==> src/rtl/pc_sequencer_pkg.sv <==
// Shared types and helpers for the PC sequencer: FSM state encoding,
// instruction size and the redirect-target alignment check.
package pc_seq_pkg;

    typedef enum logic [1:0] {
        BOOT  = 2'd0,
        FETCH = 2'd1,
        HALT  = 2'd2,
        TRAP  = 2'd3
    } pc_seq_state_e;

    localparam int InstrBytes = 4;

    // No compressed ISA, so any nonzero low bit is a misaligned target.
    function automatic logic is_aligned(input logic [1:0] addr_lsb);
        return (addr_lsb == 2'b00);
    endfunction

endpackage

==> src/rtl/pc_sequencer_if.sv <==
// Instruction-memory fetch handshake between the PC sequencer and imem.
interface pc_sequencer_if #(
    parameter int AddressWidth = 10
);
    logic                    imem_req_o;
    logic [AddressWidth-1:0] imem_addr_o;
    logic                    imem_ready_i;

    modport master (output imem_req_o, output imem_addr_o, input imem_ready_i);
    modport slave  (input imem_req_o, input imem_addr_o, output imem_ready_i);
endinterface

==> src/rtl/adder.sv <==
// Plain modulo-2^Width adder.
module adder #(
    parameter int Width = 32
) (
    input  logic [Width-1:0] a,
    input  logic [Width-1:0] b,
    output logic [Width-1:0] sum
);
    assign sum = a + b;
endmodule

==> src/rtl/mux2.sv <==
// Two-input mux: y = sel ? d1 : d0.
module mux2 #(
    parameter int Width = 32
) (
    input  logic             sel,
    input  logic [Width-1:0] d0,
    input  logic [Width-1:0] d1,
    output logic [Width-1:0] y
);
    assign y = sel ? d1 : d0;
endmodule

==> src/rtl/pc_sequencer.sv <==
// Architectural PC owner for the single-cycle core: fetch handshake, PC
// advance/redirect, halt/resume, misaligned-redirect trap, retire counter.
module pc_sequencer
    import pc_seq_pkg::*;
#(
    parameter int                    AddressWidth = 10,
    parameter logic [AddressWidth-1:0] ResetVector = '0,
    parameter int                    CountWidth   = 32
) (
    input  logic                    clk_i,
    input  logic                    rst_ni,
    input  logic                    stall_i,
    input  logic                    redirect_i,
    input  logic [AddressWidth-1:0] redirect_target_i,
    input  logic                    halt_i,
    input  logic                    resume_i,
    pc_sequencer_if.master          imem,
    output logic [AddressWidth-1:0] pc_o,
    output logic [AddressWidth-1:0] pc_plus4_o,
    output logic                    instr_valid_o,
    output logic                    misalign_o,
    output logic [AddressWidth-1:0] trap_target_o,
    output logic [CountWidth-1:0]   instret_o
);

    pc_seq_state_e           state_q, state_d;
    logic [AddressWidth-1:0] pc_q, pc_plus4, pc_next, trap_target_q;
    logic [CountWidth-1:0]   instret_q;
    logic                    misalign_q;
    logic                    retire, trap_take, retire_ok;

    adder #(.Width(AddressWidth)) u_pc_plus4 (
        .a   (pc_q),
        .b   (AddressWidth'(InstrBytes)),
        .sum (pc_plus4)
    );

    mux2 #(.Width(AddressWidth)) u_next_pc (
        .sel (redirect_i),
        .d0  (pc_plus4),
        .d1  (redirect_target_i),
        .y   (pc_next)
    );

    // Without a retire the branch unit re-evaluates, so redirect/halt only matter here.
    assign retire    = (state_q == FETCH) && imem.imem_ready_i && !stall_i;
    assign trap_take = retire && redirect_i && !is_aligned(redirect_target_i[1:0]);
    assign retire_ok = retire && !trap_take;

    always_comb begin
        state_d           = state_q;
        imem.imem_req_o   = 1'b0;
        instr_valid_o     = 1'b0;
        case (state_q)
            BOOT:  state_d = FETCH;
            FETCH: begin
                imem.imem_req_o = 1'b1;
                instr_valid_o   = imem.imem_ready_i;
                if (trap_take)              state_d = TRAP;
                else if (retire && halt_i)  state_d = HALT;
            end
            HALT:  if (resume_i) state_d = FETCH;
            TRAP:  state_d = TRAP;
            default: state_d = BOOT;
        endcase
    end

    always_ff @(posedge clk_i or negedge rst_ni) begin
        if (!rst_ni) begin
            state_q       <= BOOT;
            pc_q          <= ResetVector;
            instret_q     <= '0;
            misalign_q    <= 1'b0;
            trap_target_q <= '0;
        end else begin
            state_q <= state_d;
            if (retire_ok) begin
                pc_q      <= pc_next;
                instret_q <= instret_q + CountWidth'(1);
            end
            if (trap_take) begin
                misalign_q    <= 1'b1;
                trap_target_q <= redirect_target_i;
            end
        end
    end

    assign imem.imem_addr_o = pc_q;
    assign pc_o             = pc_q;
    assign pc_plus4_o       = pc_plus4;
    assign misalign_o       = misalign_q;
    assign trap_target_o    = trap_target_q;
    assign instret_o        = instret_q;

endmodule

==> src/flat_wrapper.sv <==
// flat-port wrapper written by rule: the top's interface ports become plain ports
module pc_sequencer_flat import pc_seq_pkg::*;
#(
    parameter int                    AddressWidth = 10,
    parameter logic [AddressWidth-1:0] ResetVector = '0,
    parameter int                    CountWidth   = 32
)
  (clk_i, rst_ni, stall_i, redirect_i, redirect_target_i, halt_i, resume_i, pc_o, pc_plus4_o, instr_valid_o, misalign_o, trap_target_o, instret_o, imem_imem_req_o, imem_imem_addr_o, imem_imem_ready_i);
  pc_sequencer_if #(.AddressWidth(AddressWidth)) imem_i ();
  input  logic clk_i;
  input  logic rst_ni;
  input  logic stall_i;
  input  logic redirect_i;
  input  logic [AddressWidth-1:0] redirect_target_i;
  input  logic halt_i;
  input  logic resume_i;
  output logic [AddressWidth-1:0] pc_o;
  output logic [AddressWidth-1:0] pc_plus4_o;
  output logic instr_valid_o;
  output logic misalign_o;
  output logic [AddressWidth-1:0] trap_target_o;
  output logic [CountWidth-1:0] instret_o;
  output wire logic [$bits(imem_i.imem_req_o)-1:0] imem_imem_req_o;
  output wire logic [$bits(imem_i.imem_addr_o)-1:0] imem_imem_addr_o;
  input wire logic [$bits(imem_i.imem_ready_i)-1:0] imem_imem_ready_i;
  assign imem_imem_req_o = imem_i.imem_req_o;
  assign imem_imem_addr_o = imem_i.imem_addr_o;
  assign imem_i.imem_ready_i = imem_imem_ready_i;
  pc_sequencer #(.AddressWidth(AddressWidth), .ResetVector(ResetVector), .CountWidth(CountWidth)) u_core (.clk_i(clk_i), .rst_ni(rst_ni), .stall_i(stall_i), .redirect_i(redirect_i), .redirect_target_i(redirect_target_i), .halt_i(halt_i), .resume_i(resume_i), .imem(imem_i), .pc_o(pc_o), .pc_plus4_o(pc_plus4_o), .instr_valid_o(instr_valid_o), .misalign_o(misalign_o), .trap_target_o(trap_target_o), .instret_o(instret_o));
endmodule
==> config.mk <==
export PLATFORM = sky130hd
export DESIGN_NAME = pc_sequencer_flat
export DESIGN_NICKNAME = d
export VERILOG_FILES = /design/src/rtl/pc_sequencer_pkg.sv /design/src/rtl/pc_sequencer_if.sv /design/src/rtl/adder.sv /design/src/rtl/mux2.sv /design/src/rtl/pc_sequencer.sv /design/src/flat_wrapper.sv
export SDC_FILE = /design/constraint.sdc
export NUM_CORES = 1
export LEC_CHECK = 0
export BUFFER_PORTS_ARGS = -buffer_cell sky130_fd_sc_hd__buf_4
export CORE_UTILIZATION = 47
export DETAILED_ROUTE_END_ITERATION = 16
export GPL_TIMING_DRIVEN = 0
export PLACE_DENSITY = 0.77
export SLEW_MARGIN = 30
export SYNTH_ARGS = -nofsm -noshare
export SYNTH_HDL_FRONTEND = slang
export SYNTH_HIERARCHICAL = 1
export SYNTH_SLANG_ARGS = --single-unit
==> constraint.sdc <==
create_clock -name clk_i -period 1.8 [get_ports clk_i]
set_clock_uncertainty 0.15 [all_clocks]
set_input_delay 0.18 -clock clk_i [delete_from_list [all_inputs] [get_ports clk_i]]
set_output_delay 0.18 -clock clk_i [all_outputs]
set_load 0.01 [all_outputs]
==> flow_metrics.py, run 1 <==
metrics = {
    "logic_synthesis": {
        "ys_seq_elements": 55,
        "yosysSeqAreaShare": 0.455,
        "synthDistinctLibCells": 39,
        "yosys.area.top_type_share": 0.455,
        "synth_area_per_cell_sq_um": 10.6,
        "synth.area.top_cells": "dfrtp_1 45%, xnor2_1 10%, nand2_1 5.2%",
        "syn_inst": 286,
        "yosys_warnings": 6,
        "yosys.area.top_type": "dfrtp_1",
        "syn_area_sq_um": 3030,
    },
    "drt": {
        "vias_per_cell": 5.10,
        "wirelength_um": 7180,
        "ant_nets": 0,
        "detail_route.iter0.violations": 80,
        "drcViolationCount": 0,
        "vias": 2545,
        "wl_per_cell_um": 14.4,
        "drt_pass1_iterations": 4,
    },
    "timing": {
        "whs_ns": 0.0334,
        "min_period_ns": 2.13,
        "setup_ws_ns": -0.332,
        "worstMarginPinSlew_ns": 0.697,
        "maxSlewHeadroom": 0.535,
        "setup_viol": 10,
        "hold_viol_final": 0,
        "fmax_ghz": 0.469,
        "post-route-period-util": 1.18,
        "rsz0062_at_grt": "true",
        "drv_slew": 0,
    },
    "floorplan": {
        "start_util": 0.500,
        "die_area_sq_um": 6770,
        "io_pins": 92,
        "core_area_sq_um": 6060,
        "die-width_um": 82.3,
        "die_y_um": 82.3,
        "num_rows": 28,
    },
    "power_and_ir_drop": {
        "p_sw_mw": 2.07,
        "peakVddDrop_uv": 1090,
        "p_int_mw": 3.69,
        "combinationalPowerShare": 0.572,
        "power_frac_clock": 0.118,
        "p_seq_frac": 0.309,
        "switching_share": 0.360,
        "p_leak_nw": 2.13,
        "power-per-cell-area_nw_per_um2": 1320,
    },
    "outcome": {
        "violations": "negative setup slack",
        "status": "finished, violations left",
    },
    "clock_tree": {
        "root_buffer": "clkbuf_8",
        "cts.path.max_buffers": 2,
        "clk_pin_slew_ns": 0.10,
        "tritoncts": "yes",
        "cts_sinks": 55,
        "cts.htree.levels": 2,
        "clk-insertion-delay-late_ns": 0.30,
        "numCtsBuffers": 5,
    },
    "global_routing": {
        "grt_pass1_wl_um": 11100,
        "grt_usage": 0.215,
        "grt-ovfl-total": 0,
        "first_global_vias": 2441,
        "grt_max_degree": 56,
        "antenna_found_initial": 0,
    },
    "run": {
        "max_cap_violations": 0,
    },
    "placed_design": {
        "dp_hpwl_um": 5050,
        "place_congestion": 0.793,
        "placed_area_sq_um": 3910,
        "port-buffer-count": 91,
    },
    "cells_and_area": {
        "ff_latch_area_sq_um": 1380,
        "syn_to_final_growth_pct": 44.4,
        "multi_input_area_sq_um": 1680,
        "drive_above_1_share": 0.450,
        "finalInstanceArea_sq_um": 4370,
        "num-fill-cells": 452,
        "antenna_cells": 0,
        "finalNetCount": 451,
    },
    "setup_path": {
        "worst_setup_path_end_kind": "output port",
        "critPathArrivalTime_ns": 1.80,
        "cp.required_ns": 1.47,
        "worstSetupPathType": "flip-flop to output port",
        "crit_fanout": 4,
        "worstSetupStartpointType": "flip-flop",
    },
    "hold_path": {
        "hp-class": "primary input to flip-flop",
    },
}
## critical path, cell delays in order, from the launching register on
cell      delay, ns
dfrtp_2        0.43
ha_4           0.23
o211ai_1       0.19
a21oi_2        0.07
a221oi_2       0.24
xnor2_1        0.18
buf_4          0.16
## sequential cells by signal (all words and copies together), names as in the netlist
register / cells
u_core/misalign_o: 1
u_core/imem.imem_addr_o: 10
u_core/trap_target_o: 10
u_core/state_q: 2
u_core/instret_o: 32
## stage by stage
stage | setup TNS [ns] | setup slack (ns) | utilization | power (mW) | cells
2_1_floorplan | -0.851 | -0.350 | - | 3.50 | 295
3_3_place_gp | -1.82 | -0.167 | 0.645 | 4.67 | 461
3_5_place_dp | -2.28 | -0.180 | 0.645 | 4.74 | 461
4_1_cts | -2.09 | -0.380 | 0.698 | 5.65 | 492
5_1_grt | -3.49 | -0.450 | 0.722 | 6.13 | 499
6_report | -2.00 | -0.332 | 0.722 | 5.76 | 499
## Yosys cell counts
library cell	count
xnor2_1	35
a221oi_2	1
nor3_1	2
o22a_1	1
a31oi_1	2
nand4_1	17
nor2_1	14
inv_1	11
and4_1	3
nor2b_1	1
conb_1	2
buf_2	2
nand4bb_4	1
a22oi_1	1
nor3_2	1
o21a_1	1
fa_1	1
o21ai_0	2
dfrtp_1	55
o221ai_1	1
o211ai_1	2
nand3_1	16
buf_4	11
mux2_2	10
nor4b_4	1
a21oi_1	4
nand2_1	42
ha_1	10
nor4_1	1
nand2b_1	2
buf_6	3
and3_1	4
or2_2	1
mux2_4	10
nand4b_1	2
and2_1	3
clkbuf_1	3
xor2_1	5
a21o_1	2
## cell type report
class	count	share of cell area
tap	75	0.0215
multi-input combinational	210	0.384
sequential	55	0.316
clock inverter	2	0.00372
clock buffer	6	0.0166
inverter	11	0.00944
timing repair buffer	121	0.215
buffer	19	0.0335
## placed cells by master, fill, tap and decap left out, types with 10 or more instances in the layout
cell	count
buf_4	121
dfrtp_1	50
nand2_1	38
xnor2_1	32
nand4_1	17
dlygate4sd3_1	12
nor2_1	12
conb_1	11
inv_1	10
nand3_1	10
mux2_2	10
mux2_4	10
## power by group through the flow
stage / clock (mW) / sequential (mW) / combinational, mW
floorplan: 0 / 1.91 / 1.58
global placement: 0 / 1.82 / 2.85
CTS: 0.715 / 1.78 / 3.16
detailed placement: 0 / 1.83 / 2.91
finish: 0.682 / 1.78 / 3.30
global route: 0.758 / 1.83 / 3.55
## kinds of logic (layout without fill, tap and decap cells)
group,Yosys count,in the layout,share of synthesized area
adders and majority gates,11,11,0.0479
other,2,11,0.00248
DFF,55,55,0.455
xor gates and xnor gates,40,40,0.116
and+or+nand+nor,111,111,0.194
buffers and inverters,30,159,0.0591
AOI/OAI and AO/OA,17,17,0.0397
muxes,20,20,0.0868
## layer usage
layer	part of all wire	track usage	vias up
met1	0.45	0.272	1252
met2	0.51	0.385	62
met4	0.0056	0.0632	0
met5	0	0	-
li1	-	-	1229
met3	0.037	0.0231	2
## timing repair
item,in CTS,in global routing
hold buffers,12,0
pin swaps,13,14
resized for setup,8,30
gates cloned,0,1
endpoints found under the hold margin,66,0
setup buffers,11,7
setup endpoints to repair,39,45
## path summary, 6_finish.rpt
path / start / end / slack, ns / cells past startpoint
min in group asynchronous: rst_ni / u_core/imem.imem_addr_o[1] / 0.32 / 2
setup reg to reg: u_core/imem.imem_addr_o[4] / u_core/imem.imem_addr_o[7] / -0.18 / 9
setup / recovery: u_core/imem.imem_addr_o[3] / pc_plus4_o[8] / -0.33 / 6
hold reg to reg: u_core/instret_o[31] / u_core/instret_o[31] / 0.33 / 1
hold / removal: resume_i / u_core/state_q[0] / 0.03 / 3
max in group asynchronous: rst_ni / u_core/instret_o[10] / 0.68 / 2
Note: power is estimated with default switching activity, not from simulation.
==> inputs of run 2 (changes only) <==
--- a/config.mk
+++ b/config.mk
@@ -5,11 +5,12 @@
 export SDC_FILE = /design/constraint.sdc
 export NUM_CORES = 1
 export LEC_CHECK = 0
+export ABC_CLOCK_PERIOD_IN_PS = 1800
 export BUFFER_PORTS_ARGS = -buffer_cell sky130_fd_sc_hd__buf_4
 export CORE_UTILIZATION = 47
 export DETAILED_ROUTE_END_ITERATION = 16
 export GPL_TIMING_DRIVEN = 0
-export PLACE_DENSITY = 0.77
+export PLACE_DENSITY = 0.81
 export SLEW_MARGIN = 30
 export SYNTH_ARGS = -nofsm -noshare
 export SYNTH_HDL_FRONTEND = slang
==> run 2 against run 1 <==
Highest routed layer unchanged. The flow still finishes with violations (negative setup slack). Sequential share of layout area decreased by 0.64 points. Die area unchanged. Critical path type unchanged. Critical endpoint unchanged. Core utilization increased by 1.5 points. Critical path depth unchanged. Cell area increased by 2.1%. Fmax decreased by 0.81%. Sequential power about the same.
==> flow_metrics.py, run 2 (same netlist as run 1, synthesis figures left out) <==
metrics = {
    "outcome": {
        "violations": "negative setup slack",
        "status": "finished, violations left",
    },
    "power_and_ir_drop": {
        "p_leak_nw": 2.18,
        "power-per-cell-area_nw_per_um2": 1390,
        "peakVddDrop_uv": 1090,
    },
    "placed_design": {
        "place_congestion": 0.891,
        "placed_area_sq_um": 3910,
        "port-buffer-count": 91,
        "dp_hpwl_um": 5100,
    },
    "clock_tree": {
        "numCtsBuffers": 5,
        "cts.path.max_buffers": 2,
        "clk_pin_slew_ns": 0.10,
        "clk-insertion-delay-late_ns": 0.31,
        "cts.htree.levels": 2,
        "tritoncts": "yes",
        "cts_sinks": 55,
        "root_buffer": "clkbuf_8",
    },
    "setup_path": {
        "crit_path_top_delay_cell": "dfrtp_2",
        "critical-path-top-delay-family": "compound AO/OA/AOI/OAI gates",
        "path_buf_inv": 1,
        "worstSetupPathType": "flip-flop to output port",
        "worst_setup_path_end_kind": "output port",
        "crit_path_max_incr_delay_ns": 0.43,
        "worstSetupStartpointType": "flip-flop",
        "crit_chain": "ha_4, o211ai_1, a21oi_2, a221oi_2, xnor2_1, buf_4",
        "crit_fanout": 3,
        "cp.required_ns": 1.47,
        "critPathArrivalTime_ns": 1.82,
    },
    "drt": {
        "detail_route.iter0.violations": 148,
        "vias": 2631,
        "wl_per_cell_um": 15.3,
        "wirelength_um": 7750,
        "vias_per_cell": 5.18,
        "drt_pass1_iterations": 4,
        "ant_nets": 0,
        "drcViolationCount": 0,
    },
    "floorplan": {
        "die_area_sq_um": 6770,
        "num_rows": 28,
        "start_util": 0.500,
        "io_pins": 92,
        "die_y_um": 82.3,
        "die-width_um": 82.3,
        "core_area_sq_um": 6060,
    },
    "cells_and_area": {
        "largest_register_ff_count": 32,
        "layout_commonest_cell": "buf_4",
        "syn_to_final_growth_pct": 47.5,
        "antenna_cells": 0,
        "utilization": 0.737,
        "num-fill-cells": 441,
        "finalNetCount": 460,
        "finalInstanceArea_sq_um": 4470,
        "drive_above_1_share": 0.471,
        "final_cell_mix": "126 x buf_4, 49 x dfrtp_1, 34 x nand2_1",
    },
    "timing": {
        "setup_viol": 11,
        "fmax_ghz": 0.465,
        "hold_viol_final": 0,
        "setup_ws_ns": -0.349,
        "worstMarginPinSlew_ns": 0.700,
        "rsz0062_at_grt": "true",
        "fin_tns_setup_ns": -2.56,
        "post-route-period-util": 1.19,
        "min_period_ns": 2.15,
        "maxSlewHeadroom": 0.533,
        "drv_slew": 0,
    },
    "hold_path": {
        "hp-class": "primary input to flip-flop",
    },
    "global_routing": {
        "first_global_vias": 2455,
        "grt_usage": 0.230,
        "grt_max_degree": 56,
        "antenna_found_initial": 0,
        "grt_pass1_wl_um": 11700,
        "grt-ovfl-total": 0,
    },
    "run": {
        "max_cap_violations": 0,
    },
}
[run 2: path summary, 6_finish.rpt]
kind                                             from                    endpoint  slack [ns]  cells after the start
setup / recovery           u_core/imem.imem_addr_o[3]               pc_plus4_o[8]       -0.35                      6
hold / removal                               resume_i           u_core/state_q[0]        0.02                      3
setup reg to reg           u_core/imem.imem_addr_o[3]  u_core/imem.imem_addr_o[8]       -0.26                      9
hold reg to reg                     u_core/misalign_o           u_core/misalign_o        0.34                      1
max in group asynchronous                      rst_ni  u_core/imem.imem_addr_o[4]        0.68                      2
min in group asynchronous                      rst_ni     u_core/trap_target_o[9]        0.30                      2
[run 2: layout make-up]
| class | instances | area, sq um | share of cell area |
|---|---|---|---|
| well taps | 75 | 93.8 | 0.0210 |
| plain buffers | 19 | 154 | 0.0345 |
| multi-input cells | 210 | 1670 | 0.373 |
| clock inverters | 2 | 38.8 | 0.00868 |
| repair buffers | 130 | 1020 | 0.228 |
| inverters | 11 | 41.3 | 0.00924 |
| flip-flops and latches | 55 | 1380 | 0.310 |
| clock buffers | 6 | 72.6 | 0.0162 |
[run 2: power by group]
group,switching [mW],internal [mW]
sequential,0.260,1.53
combinational,1.53,2.06
clock,0.416,0.421
total,2.21,4.01
[run 2: worst min-delay path: cells and delay by family]
family,cells,cell delay (ns)
AO/OA/AOI/OAI,1,0.13
buffers and inverters,1,0.07
AND/OR/NAND/NOR,1,0.04
[run 2: per-layer routing]
layer	GRT usage	up-vias	part of all wire	wire length, um
li1	-	1241	-	-
met1	0.291	1308	0.44	3430
met2	0.395	72	0.50	3900
met3	0.0473	10	0.042	325
met4	0.0649	0	0.013	101
met5	0	-	0	0
[run 2: per-stage QoR]
stage	hold WS, ns	total power, mW	cells	worst slack [ns]
finish	0.0151	6.22	508	-0.349
floorplan	-0.266	3.50	295	-0.350
global placement	0.122	4.66	461	-0.154
CTS	0.0128	5.93	494	-0.374
detailed placement	0.135	4.77	461	-0.180
global route	0.0182	6.59	508	-0.450
[run 2: what timing repair did]
action	CTS	global route
hold endpoints to repair	66	0
buffers inserted	13	14
pin swaps	14	21
gates cloned	0	0
resized for setup	12	34
setup endpoints to repair	37	44
hold buffers	12	0
